[src/rtl/car_lane_renderer.sv]
// car_lane_renderer: per-pixel car/road mask for the scrolling car lanes,
// per-lane scroll offsets advanced once per frame, and a per-frame
// chicken/car collision flag. Outputs carry one cycle of latency.
// Optional feature: define CAR_GAP_EN to suppress one car slot per lane.
module car_lane_renderer #(
  parameter int LANE_TOP    = 64,
  parameter int LANE_H_LOG2 = 5,
  parameter int NUM_LANES   = 8,
  parameter int CAR_LEN     = 40,
  parameter int CAR_ROW_LO  = 4,
  parameter int CAR_ROW_HI  = 27,
  parameter int CHICK_SIZE  = 16
) (
  input  logic       clk,
  input  logic       rst_n,
  input  logic [9:0] hpos,
  input  logic [9:0] vpos,
  input  logic       display_on,
  input  logic       run,
  input  logic [9:0] chicken_x,
  input  logic [9:0] chicken_y,
  output logic       car_pix,
  output logic       road_pix,
  output logic       frame_tick,
  output logic       hit
);

  localparam int LANE_H   = 1 << LANE_H_LOG2;
  localparam int LANE_BOT = LANE_TOP + NUM_LANES * LANE_H;
  localparam int LW       = (NUM_LANES > 1) ? $clog2(NUM_LANES) : 1;

  logic [9:0]             rel;
  logic                   in_band;
  logic [LW-1:0]          lane;
  logic [LANE_H_LOG2-1:0] lrow;
  logic [9:0]             x_eff;
  logic                   car_row;
  logic                   car;
  logic                   chick;
  logic                   tick_cond;
  logic                   acc;
  logic [6:0]             off [NUM_LANES];

  // Lane decode and horizontal car test from the current pixel position
  always_comb begin
    rel     = vpos - 10'(LANE_TOP);
    in_band = ({1'b0, vpos} >= 11'(LANE_TOP)) && ({1'b0, vpos} < 11'(LANE_BOT));
    lane    = rel[LANE_H_LOG2 +: LW];
    lrow    = rel[LANE_H_LOG2-1:0];
    // Even lanes scroll right (subtract offset), odd lanes scroll left
    if (lane[0])
      x_eff = hpos + {3'b000, off[lane]};
    else
      x_eff = hpos - {3'b000, off[lane]};
    car_row = (lrow >= LANE_H_LOG2'(CAR_ROW_LO)) && (lrow <= LANE_H_LOG2'(CAR_ROW_HI));
`ifdef CAR_GAP_EN
    car = in_band && display_on && car_row && (x_eff[6:0] < 7'(CAR_LEN))
          && ((x_eff[9:7] ^ 3'(lane)) != 3'b101);
`else
    car = in_band && display_on && car_row && (x_eff[6:0] < 7'(CAR_LEN));
`endif
  end

  // Chicken hit box and start-of-vblank detection
  always_comb begin
    chick = ({1'b0, hpos} >= {1'b0, chicken_x}) &&
            ({1'b0, hpos} <  ({1'b0, chicken_x} + 11'(CHICK_SIZE))) &&
            ({1'b0, vpos} >= {1'b0, chicken_y}) &&
            ({1'b0, vpos} <  ({1'b0, chicken_y} + 11'(CHICK_SIZE)));
    tick_cond = (hpos == 10'd0) && (vpos == 10'd480);
  end

  // Registered pixel outputs, frame tick, offset advance and collision accumulation
  always_ff @(posedge clk) begin
    if (!rst_n) begin
      car_pix    <= 1'b0;
      road_pix   <= 1'b0;
      frame_tick <= 1'b0;
      hit        <= 1'b0;
      acc        <= 1'b0;
      for (int unsigned i = 0; i < NUM_LANES; i++) off[i] <= '0;
    end else begin
      car_pix    <= car;
      road_pix   <= in_band && display_on;
      frame_tick <= tick_cond;
      if (tick_cond) begin
        hit <= acc | (car && chick);
        acc <= 1'b0;
        if (run)
          for (int unsigned i = 0; i < NUM_LANES; i++)
            off[i] <= off[i] + 7'(1 + (i % 3));
      end else begin
        acc <= acc | (car && chick);
      end
    end
  end

endmodule

[config.mk]
export PLATFORM = sky130hd
export DESIGN_NAME = car_lane_renderer
export DESIGN_NICKNAME = d
export VERILOG_FILES = /design/src/rtl/car_lane_renderer.sv
export SDC_FILE = /design/constraint.sdc
export NUM_CORES = 1
export LEC_CHECK = 0
export BUFFER_PORTS_ARGS = -buffer_cell sky130_fd_sc_hd__buf_2
export CAP_MARGIN = 20
export CORE_MARGIN = 1
export CORE_UTILIZATION = 54
export CTS_CLUSTER_DIAMETER = 80
export DETAILED_ROUTE_END_ITERATION = 16
export PLACE_DENSITY = 0.77
export SETUP_SLACK_MARGIN = 0.02
export SLEW_MARGIN = 20
export SYNTH_ARGS = -nofsm -noshare
export SYNTH_HDL_FRONTEND = slang
export SYNTH_SLANG_ARGS = --single-unit
[constraint.sdc]
create_clock -name clk -period 3.6 [get_ports clk]
set_input_delay 0.72 -clock clk [delete_from_list [all_inputs] [get_ports clk]]
set_output_delay 0.72 -clock clk [all_outputs]
set_load 0.02 [all_outputs]
==> impl_metrics.csv <==
group,metric,value,unit
sta,unrepaired_setup_endpoints_after_global_routing,"false",
floorplan,die-area,0.008784,mm²
cts,post_cts_buffers,0,
worst_setup_path,cpLargestDelayFamily,"adder cells",
floorplan,width_of_the_die,93.73,µm
route,detailedRoute.firstIterationViolations,180,
route,drtPass1Iterations,5,
power_and_ir_drop,p_per_area,353.1,mW/mm²
logic_synthesis,synth-seq-area-share,37.23,%
sta,finalClockSkew,9.727,ps
logic_synthesis,async_reset_ff_share,0,%
worst_setup_path,worst-path-buf-inv,2,
layout,flow.area_growth_from_synthesis,14.49,%
logic_synthesis,post_synth_edffs,53,
logic_synthesis,postSynthAreaPerCell,10.49,µm²
sta,final_min_period_over_clock_period,93.57,%
power_and_ir_drop,worst_ir_drop_vdd,0.2780,mV
global_route,antenna_found_initial,0,
worst_setup_path,crit_arrival,3620,ps
worst_setup_path,cpMaxStageDelayCell,"mux4_2",
cts,cts_buffers,9,
sta,finalHoldWorstSlack,549.5,ps
global_route,grt_max_degree,42,
cts,cts_repair_resize_count,0,
sta,setup_viol_count_final,0,
cts,cts_buffer_depth,2,
worst_setup_path,cp.required,3850,ps
route,post-route-drc-count,0,
global_route,grt_pass1_vias,3402,
logic_synthesis,ys_dominant_reg_cell,"edfxtp_1",
placed_design,dpl.cell_count,591,
cts,h-tree-depth,3,
cts,root_buffer,"clkbuf_8",
logic_synthesis,syn-num-nets,529,
worst_setup_path,worst_path_largest_cell_delay,530,ps
min_path,hold_class,"reg -> reg",
route,route.detailed.wl_per_inst,15.68,µm
sta,tmin_final,3368,ps
sta,maxClockFrequency,0.2969,GHz
layout,fraction_of_final_layout_cells_with_drive_strength_greater_than_1,21.12,%
worst_setup_path,critical_path_peak_fanout,15,
cts,ctsHoldBuffers,0,
logic_synthesis,synth_seq_cells,58,
logic_synthesis,synth.distinct_cells,53,
placed_design,place.detailed.hpwl,7377,µm
sta,final.setup.worst_slack,231.5,ps
sta,report.final.hold_viol_count,0,
layout,antenna_cells,0,
placed_design,placement.io_buffers,47,
power_and_ir_drop,cellLeakagePower,2.212,nW
logic_synthesis,synthesis.instances,433,
route,routed-via-count,3402,
sta,slew_violations,0,
logic_synthesis,post_synth_instance_area,0.004543,mm²
worst_setup_path,critical_path.cell_chain,"buf_2 -> inv_4 -> ha_4 -> mux2i_1 -> mux4_2 -> and3_4 -> nor2_2 -> xnor2_1 -> ha_1 -> or2_4 -> o31ai_1 -> a21oi_1 -> xnor2_1 -> a21oi_1 -> o41ai_2",
floorplan,die_h,93.73,µm
outcome,outcome,"completed",
logic_synthesis,netlist.top_cell.by_area,"edfxtp_1",
logic_synthesis,yosysWarningCount,0,
floorplan,io-pin-count,48,
logic_synthesis,cells_taking_the_most_area_after_synthesis,"edfxtp_1 35%, ha_1 14%, xnor2_1 6.6%",
layout,final_cell_count_no_fill,607,
global_route,grt.overflow.total,0,
placed_design,pre_cts_slack,-136.0,ps
worst_setup_path,cp-end-kind,"register",
floorplan,initial_utilization,55.57,%
cts,worst_skew_pair.late_latency,350,ps
cts,clkTransAtPathRegs,70,ps
cts,cts_tree,"built",
worst_setup_path,timing.critical_path.from_type,"input port",
route,vias_per_cell,5.605,
worst_setup_path,setup.worst_path.class,"in -> reg",
route,detail-route-antenna-nets,0,
floorplan,std_cell_rows,33,
logic_synthesis,synth_largest_type_area_fraction,35.03,%
floorplan,coreArea,0.008175,mm²
run,cap_violations,0,
cts,clock-sinks,58,
layout,nets,593,
sta,relSlewSlack,70.20,%
route,route.final.wire_length,9518,µm
global_route,grt_first_pass_wirelength,15750,µm
global_route,grt_util_all_layers,23.47,%
placed_design,globalplace.congestion,0.8486,
sta,worst_pin_slew,441.0,ps
## Yosys cell counts, drive strengths merged (2+ instances only)
| cell | instances |
|---|---|
| nor3b | 2 |
| nor2 | 54 |
| a211oi | 4 |
| mux4 | 8 |
| a21oi | 10 |
| nor2b | 6 |
| clkbuf | 6 |
| o2111ai | 3 |
| nor3 | 4 |
| xor2 | 20 |
| o21ai | 13 |
| xnor2 | 35 |
| nand2b | 5 |
| edfxtp | 53 |
| nand3 | 22 |
| a31oi | 6 |
| and3 | 8 |
| mux2i | 16 |
| nand4 | 2 |
| inv | 34 |
| or2 | 2 |
| mux2 | 5 |
| a21boi | 2 |
| nand2 | 13 |
| o21a | 5 |
| ha | 52 |
| dfxtp | 5 |
| and2 | 10 |
| a21o | 3 |
| o211ai | 4 |
| o21bai | 4 |
| buf | 5 |
| nor4bb | 2 |
## routing by layer
layer,vias to the layer above,wire length (µm),track usage [%]
met5,-,0,0
met4,0,237,9.359
met3,21,358,5.340
met2,73,4691,39.48
met1,1628,4231,29.09
li1,1680,-,-
## worst paths after layout
kind	slack (ps)	from	cells past startpoint	endpoint
hold reg to reg	550	acc	2	acc
hold / removal	550	acc	2	acc
setup reg to reg	430	off[1][1]	12	acc
setup / recovery	230	vpos[6]	15	acc
## area by class of cell
cell class	count	area (µm²)
clock buffers	11	131.4
clock inverters	5	53.80
fillers	671	2974
inverters	35	135.1
multi-input cells	329	2670
flip-flops and latches	58	1692
well taps	105	131.4
repair buffers	64	387.9
## metrics by stage
stage                     total power [mW]  TNS (ps)  cell area [µm²]  util, %
final                                1.837         0             5201    63.62
after global routing                 1.923         0             5201    63.62
after CTS                            1.849         0             5201    63.62
after detailed placement             1.266    -206.0             5016    61.36
after global placement               1.244         0             5016    61.36
after floorplan                      1.134         0             4579        -
## sequential cells by signal (all words and copies together) (netlist names)
signal,count
car_pix,1
off,53
acc,1
frame_tick,1
road_pix,1
hit,1
## layout by cell type (no fill, tap or decap), types with 8 or more instances in the layout
cell type   n
buf_4      15
nand2_1    12
o21ai_0    11
nor2_1     53
xor2_1     20
nand3_1    22
mux4_2      8
a21oi_1    10
xnor2_1    34
inv_1      32
buf_2      47
edfxtp_1   53
ha_1       50
clkbuf_8    9
mux2i_1    16
and2_1     10
## tightest hold or removal path: stages (launching register included)
cell and delay (ps):
dfxtp_1 340, o211ai_1 120, o41ai_2 60
## kinds of logic after synthesis
| logic type | share of synthesized area (%) |
|---|---|
| AOI/OAI and AO/OA | 9.282 |
| xor gates and xnor gates | 10.77 |
| adders and majority gates | 14.32 |
| buffers and inverters | 4.709 |
| DFF | 37.24 |
| muxes | 9.061 |
| and+or+nand+nor | 14.62 |
## power breakdown
group	switching, mW	total (mW)	internal [mW]	leakage [nW]
combinational	0.229	0.459	0.230	1.53
clock	0.264	0.582	0.319	0.0975
sequential	0.0320	0.795	0.763	0.586
(Power assumes the default switching activity.)
